### src/rtl/bayer_mosaic_streamer.sv
// Reads the R/G/B frame memories in raster order and streams one Bayer byte per pixel.
// Ports:
//   clk, reset (async active-high), start
//   wr_*/addr_*/wdata_* : memory ports (read-only use)
//   rdata_*             : 1-cycle synchronous read data
//   out_en/data_out/out_ready : valid/ready output stream
//   busy, done          : frame status
module bayer_mosaic_streamer #(
    parameter int WIDTH  = 128,
    parameter int HEIGHT = 128,
    parameter int AW     = 14
) (
    input  logic          clk,
    input  logic          reset,
    input  logic          start,
    output logic          wr_r,
    output logic          wr_g,
    output logic          wr_b,
    output logic [AW-1:0] addr_r,
    output logic [AW-1:0] addr_g,
    output logic [AW-1:0] addr_b,
    output logic [7:0]    wdata_r,
    output logic [7:0]    wdata_g,
    output logic [7:0]    wdata_b,
    input  logic [7:0]    rdata_r,
    input  logic [7:0]    rdata_g,
    input  logic [7:0]    rdata_b,
    output logic          out_en,
    output logic [7:0]    data_out,
    input  logic          out_ready,
    output logic          busy,
    output logic          done
);

    localparam int CW = $clog2(WIDTH);
    localparam logic [AW-1:0] PENULT = AW'(WIDTH * HEIGHT - 2);

    typedef enum logic [1:0] {
        S_IDLE,
        S_FETCH,
        S_DRAIN,
        S_FIN
    } state_t;

    state_t state, state_nx;

    logic [AW-1:0] addr;
    logic          av;
    logic          rv;
    logic [1:0]    rsel;
    logic [7:0]    sk0, sk1;
    logic [1:0]    sc;

    logic [7:0]    pix;
    logic          pop;
    logic          load;
    logic          start_go;
    logic          issue;
    logic          last_xfer;
    logic [2:0]    occ;
    logic [2:0]    occ_left;

    logic          out_en_nx;
    logic [7:0]    data_nx;
    logic [7:0]    sk0_nx, sk1_nx;
    logic [1:0]    sc_nx;

    assign wr_r    = 1'b0;
    assign wr_g    = 1'b0;
    assign wr_b    = 1'b0;
    assign wdata_r = 8'h00;
    assign wdata_g = 8'h00;
    assign wdata_b = 8'h00;
    assign addr_r  = addr;
    assign addr_g  = addr;
    assign addr_b  = addr;

    assign pop      = out_en & out_ready;
    assign load     = ~out_en | pop;
    assign start_go = (state == S_IDLE) & start;

    // Pixels held in the output register, skid store, returning read
    // and the read being addressed. Capped at 3 so a full stall always
    // fits in output + 2-entry skid.
    assign occ      = {2'b00, out_en} + {1'b0, sc} + {2'b00, rv} + {2'b00, av};
    assign occ_left = occ - {2'b00, pop};
    assign issue    = (state == S_FETCH) & (occ_left < 3'd3);

    // Nothing addressed in DRAIN, so an empty pipe behind a pop
    // means the frame's last pixel is leaving.
    assign last_xfer = (state == S_DRAIN) & pop & (sc == 2'd0) & ~rv & ~av;

    // Bayer pattern on {row lsb, col lsb} of the address that produced rdata
    always_comb begin
        pix = rdata_g;
        unique case (rsel)
            2'b00: pix = rdata_g;
            2'b01: pix = rdata_r;
            2'b10: pix = rdata_b;
            2'b11: pix = rdata_g;
            default: pix = rdata_g;
        endcase
    end

    always_ff @(posedge clk or posedge reset) begin
        if (reset) begin
            state <= S_IDLE;
        end else begin
            state <= state_nx;
        end
    end

    always_comb begin
        state_nx = state;
        unique case (state)
            S_IDLE:  if (start) state_nx = S_FETCH;
            S_FETCH: if (issue && addr == PENULT) state_nx = S_DRAIN;
            S_DRAIN: if (last_xfer) state_nx = S_FIN;
            S_FIN:   state_nx = S_IDLE;
            default: state_nx = S_IDLE;
        endcase
    end

    always_comb begin
        busy = (state != S_IDLE);
        done = (state == S_FIN);
    end

    // Output register refills from the skid head first to keep order;
    // returning data goes behind whatever is already queued.
    always_comb begin
        out_en_nx = out_en;
        data_nx   = data_out;
        sk0_nx    = sk0;
        sk1_nx    = sk1;
        sc_nx     = sc;
        if (load) begin
            if (sc != 2'd0) begin
                out_en_nx = 1'b1;
                data_nx   = sk0;
                sk0_nx    = sk1;
                if (rv) begin
                    if (sc == 2'd1) begin
                        sk0_nx = pix;
                    end else begin
                        sk1_nx = pix;
                    end
                end else begin
                    sc_nx = sc - 2'd1;
                end
            end else if (rv) begin
                out_en_nx = 1'b1;
                data_nx   = pix;
            end else begin
                out_en_nx = 1'b0;
            end
        end else if (rv) begin
            if (sc == 2'd0) begin
                sk0_nx = pix;
            end else begin
                sk1_nx = pix;
            end
            sc_nx = sc + 2'd1;
        end
    end

    always_ff @(posedge clk or posedge reset) begin
        if (reset) begin
            addr     <= '0;
            av       <= 1'b0;
            rv       <= 1'b0;
            rsel     <= 2'b00;
            out_en   <= 1'b0;
            data_out <= 8'h00;
            sk0      <= 8'h00;
            sk1      <= 8'h00;
            sc       <= 2'd0;
        end else begin
            if (start_go) begin
                addr <= '0;
            end else if (issue) begin
                addr <= addr + AW'(1);
            end
            av       <= start_go | issue;
            rv       <= av;
            rsel     <= {addr[CW], addr[0]};
            out_en   <= out_en_nx;
            data_out <= data_nx;
            sk0      <= sk0_nx;
            sk1      <= sk1_nx;
            sc       <= sc_nx;
        end
    end

endmodule

### config.mk
export PLATFORM = sky130hd
export DESIGN_NAME = bayer_mosaic_streamer
export DESIGN_NICKNAME = d
export VERILOG_FILES = /design/src/rtl/bayer_mosaic_streamer.sv
export SDC_FILE = /design/constraint.sdc
export NUM_CORES = 1
export LEC_CHECK = 0
export ABC_AREA = 1
export CAP_MARGIN = 20
export CORE_ASPECT_RATIO = 0.75
export CORE_MARGIN = 3
export CORE_UTILIZATION = 50
export DETAILED_ROUTE_END_ITERATION = 6
export DONT_BUFFER_PORTS = 1
export SYNTH_ARGS = -nofsm -noshare
export SYNTH_HDL_FRONTEND = slang
export SYNTH_SLANG_ARGS = --single-unit
### constraint.sdc
create_clock -name clk -period 3.53 [get_ports clk]
set_clock_uncertainty 0.05 [all_clocks]
set_input_delay 0.8825 -clock clk [delete_from_list [all_inputs] [get_ports clk]]
set_output_delay 0.8825 -clock clk [all_outputs]
set_load 0.02 [all_outputs]
Word level (Yosys, flattened, before mapping)
Cells that the tools add are included.
{"block": "word_totals", "inputBits": 28, "reg_bits": 47, "output_inout_bits": 80}
{"block": "classes", "eq_ne": 16, "add_sub_neg": 7, "reduce_logical": 16, "n_bitwise": 12, "n_mux": 27, "n_lt_le_gt_ge": 1}
{"op": "$mux 8", "n": 14}
{"op": "$mux 14", "n": 2}
{"op": "$pmux 8 s3", "n": 1}
{"op": "$add 14x1->14 const B", "n": 1}
{"op": "$eq 14x14->1 const B", "n": 1}
{"op": "$mux 2", "n": 7}
{"op": "$ne 2x2->1 const B", "n": 6}
{"op": "$reduce_bool 2->1", "n": 6}
{"op": "$reduce_and 3->1", "n": 3}
{"op": "$eq 2x2->1 const B", "n": 4}
{"op": "$pmux 2 s4", "n": 1}
{"op": "$and 1x1->1", "n": 7}
{"op": "$add 3x1->3", "n": 2}
{"op": "$eq 2x1->1 const B", "n": 3}
{"op": "$logic_not 2->1", "n": 3}
{"op": "$reduce_and 5->1", "n": 1}
{"op": "$ne 2x1->1 const B", "n": 2}
{"op": "$add 1x2->3", "n": 1}
{"op": "$lt 3x2->1 const B", "n": 1}
{"op": "$not 1->1", "n": 3}
{"op": "$sub 3x1->3", "n": 1}
{"op": "$add 2x1->2 const B", "n": 1}
{"op": "$mux 1", "n": 2}
{"op": "$or 1x1->1", "n": 2}
{"op": "4 further kinds", "n": 4}

Longest topological paths before layout
{"block": "depth", "word_depth": 9, "depth_mapped": 18}

Worst setup path before layout
Ideal clock, no wire load.
{"block": "synth_timing", "path_kind": "in2reg", "start": "input port out_ready", "end": "register addr[12], in the netlist addr_b[12]", "t_arrival_ps": 3090, "path_stages": 17, "required_ps": 3362, "slack_ps": 273, "cell_sequence": "nand2_1 -> inv_1 -> ha_1 -> fa_1 -> inv_1 -> ha_1 -> inv_1 -> fa_1 -> inv_1 -> nand2_1 -> nand2_1 -> nor2_4 -> nand2_1 -> nor2_1 -> nand2_1 -> nand2_1 -> nor2_1"}
{"block": "synth_via", "elab_chain_len": 5}
{"item": "from (decl)", "line": "30", "text": "input logic out_ready,"}
{"item": "$and 1x1->1", "line": "78", "text": "assign pop = out_en & out_ready;"}
{"item": "$sub 3x1->3", "line": "86", "text": "assign occ_left = occ - {2'b00, pop};"}
{"item": "$lt 3x2->1", "line": "87", "text": "assign issue = (state == S_FETCH) & (occ_left < 3'd3);"}
{"item": "$and 1x1->1", "line": "87"}
{"item": "$reduce_bool 2->1 (no line)"}
{"item": "to (signal assigned)", "line": "182", "text": "addr <= addr + AW'(1);"}
{"item": "to (decl)", "line": "47", "text": "logic [AW-1:0] addr;"}
No other way between the ends.
A chain may end at the register's enable or synchronous reset.

Worst setup path after layout
Same ends and word-level chain as after synthesis.

==> flow_metrics.py <==
metrics = {
    "worst_setup_path": {
        "criticalPathCategory": "primary input to flop",
        "slowest_stage": "fa_1",
        "critPathMaxStageDelay_ns": 0.47,
        "path_delay_family": "adder cells",
        "path_common_cell": "nand2_1",
        "end_kind": "flop",
        "crit_required_ns": 3.67,
        "cp_cell_sequence": "nand2_1 -> inv_1 -> ha_1 -> fa_1 -> inv_1 -> ha_1 -> inv_1 -> fa_1 -> inv_1 -> nand2_1 -> nand2_1 -> nor2_4 -> nand2_1 -> nor2_1 -> nand2_1 -> nand2_1 -> nor2_1",
        "arrival_ns": 3.28,
        "worst_setup_path_start_kind": "primary input",
        "worst-path-max-fanout": 7,
        "worst-path-buf-inv": 4,
    },
    "power": {
        "p_leak_nw": 1.49,
        "power_per_cell_area_nw_per_um2": 869,
        "irDropWorstVdd_v": 0.000265,
    },
    "sta": {
        "drv_slew": 0,
        "relSlewSlack_pct": 33.7,
        "max_freq_mhz": 319,
        "rsz0062_at_grt": "false",
        "tns_ns": 0,
        "setup_ws_ns": 0.397,
        "hold_ws_ns": 0.288,
        "hold_violations": 0,
        "fin_crit_ns": 3.13,
        "finalCritPeriodShare_pct": 88.8,
        "finalSetupViolCount": 0,
        "worst_slew_pin_slew_ns": 0.994,
    },
    "layout": {
        "drive_gt1_share_pct": 4.87,
        "areaGrowthSynthToFinish_pct": -4.03,
        "fin_area_um2": 3010,
        "nets": 434,
        "diodes": 0,
        "finalNonFillerCells": 468,
    },
    "logic_synthesis": {
        "yosys.area.top_type_share_pct": 37.5,
        "ys_seq_area_share_pct": 37.5,
        "ys.warnings.count": 0,
        "synth.distinct_cells": 26,
        "synth_common_cells": "94 x nand2_1, 56 x buf_4, 53 x inv_1",
        "synth_ff_type": "dfrtp_1",
        "async_flop_share_pct": 100,
        "avgSynthCellArea_um2": 7.53,
        "synthCells": 416,
        "synth_enable_flop_cells": 0,
        "synthTopCellsByArea": "dfrtp_1 38%, buf_4 13%, nand2_1 11%",
        "synth.most_common_cell": "nand2_1",
        "syn_area_um2": 3130,
        "ys_ff_latch": 47,
        "yosysTopAreaCell": "dfrtp_1",
    },
    "drt": {
        "via_count": 2316,
        "post_drt_wl_per_cell_um": 13.8,
        "drcViolationCount": 0,
        "drt_iter0_markers": 156,
        "firstDrtPassIters": 4,
        "drt_wl_total_um": 6440,
        "ant_nets": 0,
        "vias_per_cell": 4.95,
    },
    "cts": {
        "cts_setup_buffers": 0,
        "clk_latency_ns": 0.30,
        "ctsResizeCount": 0,
        "cts_sinks": 47,
        "cts_root_buf": "clkbuf_8",
        "cts_hold_buf": 0,
        "clockBufferDepth": 2,
        "numCtsBuffers": 5,
        "path_clk_slew_ns": 0.09,
        "cts_tree": "yes",
        "htreeDepth": 2,
    },
    "placement": {
        "dp.cells": 459,
        "port_buffers": 0,
        "post-place-ws_ns": 0.0891,
        "gp_congestion": 0.869,
        "dpl.hpwl_um": 4830,
        "placed_cell_area_um2": 2890,
    },
    "job": {
        "cap_violations": 0,
    },
    "floorplanning": {
        "dieArea_um2": 7260,
        "initial_core_util_pct": 52.7,
        "die_h_um": 74.6,
        "fp-row-count": 24,
        "core_um2": 5950,
        "die_width_um": 97.4,
        "pin_count": 108,
    },
    "global_routing": {
        "antenna_found_initial": 0,
        "grt-ovfl-total": 0,
        "grt_use_total_pct": 18.3,
        "grt_pass1_wl_um": 10500,
        "grt_pass1_vias": 2027,
        "grt_max_degree": 48,
    },
    "min_path": {
        "hold_path.class": "primary input to asynchronous set/reset pin",
    },
    "outcome": {
        "status": "finished, final reports clean",
    },
}
[metrics by stage]
| step | util (%) | total power (W) |
|---|---|---|
| 3_3_place_gp | 48.6 | 0.00224 |
| 6_report | 50.6 | 0.00261 |
| 2_1_floorplan | - | 0.00204 |
| 5_1_grt | 50.6 | 0.00290 |
| 4_1_cts | 50.3 | 0.00263 |
| 3_5_place_dp | 48.6 | 0.00227 |
[layout make-up]
type                       count  area [µm²]
fill                         590        2940
multi-input combinational    278        1390
sequential                    47        1180
inverter                      54         205
clock buffer                   8         100
tap                           78        97.6
timing repair buffer           3        35.0
[worst paths after layout]
check | from | end | slack, ns | depth (start not counted)
max in group asynchronous | reset | sk0[3]$_DFFE_PP0P_ | 2.71 | 2
hold / removal | reset | addr_b[3]$_DFFE_PP0P_ | 0.29 | 1
hold reg to reg | av$_DFF_PP0_ | rv$_DFF_PP0_ | 0.35 | 0
setup reg to reg | out_en$_DFFE_PP0N_ | addr_b[12]$_DFFE_PP0P_ | 0.58 | 17
min in group clk | av$_DFF_PP0_ | rv$_DFF_PP0_ | 0.35 | 0
setup / recovery | out_ready | addr_b[12]$_DFFE_PP0P_ | 0.40 | 17
[routing by layer]
| metal | share of wire, % | vias up | GRT usage, % | wire, µm |
|---|---|---|---|---|
| met2 | 37 | 109 | 23.6 | 2410 |
| met4 | 0.85 | 0 | 5.07 | 55 |
| met3 | 10 | 5 | 5.81 | 643 |
| met1 | 52 | 1030 | 28.7 | 3340 |
| li1 | - | 1172 | - | - |
| met5 | 0 | - | 0 | 0 |
[where the power goes]
group / leakage (nW) / internal, W / switching, W
clock: 0.0515 / 0.000179 / 0.000176
sequential: 0.599 / 0.000736 / 0.000231
combinational: 0.835 / 0.000430 / 0.000862
[flip-flops by register name, indices dropped and copies added, names as in the netlist]
register / count
sk1: 8
data_out: 8
sc: 2
out_en: 1
sk0: 8
rv: 1
av: 1
rsel: 2
addr_b: 14
state: 2
[kinds of logic after synthesis]
family / after synthesis / synth area share, %
AOI/OAI and AO/OA: 75 / 12.9
xor gates and xnor gates: 2 / 0.559
adders and majority gates: 17 / 7.27
buffers and inverters: 117 / 21.1
DFF: 47 / 37.5
other: 1 / 0.120
and+or+nand+nor: 157 / 20.5
[cells in the final DEF (no fill, tap or decap), drive strengths merged]
cell	synthesis	layout
a211oi	1	1
a21oi	42	42
buf	61	3
clkbuf	2	8
conb	1	27
dfrtp	47	47
fa	2	2
ha	15	15
inv	54	54
nand2	95	95
nand3	7	7
nand4	8	8
nor2	43	43
nor3	3	3
o21ai	29	29
o21bai	3	3
or2	1	1
xnor2	1	1
xor2	1	1
(Power assumes the default switching activity.)
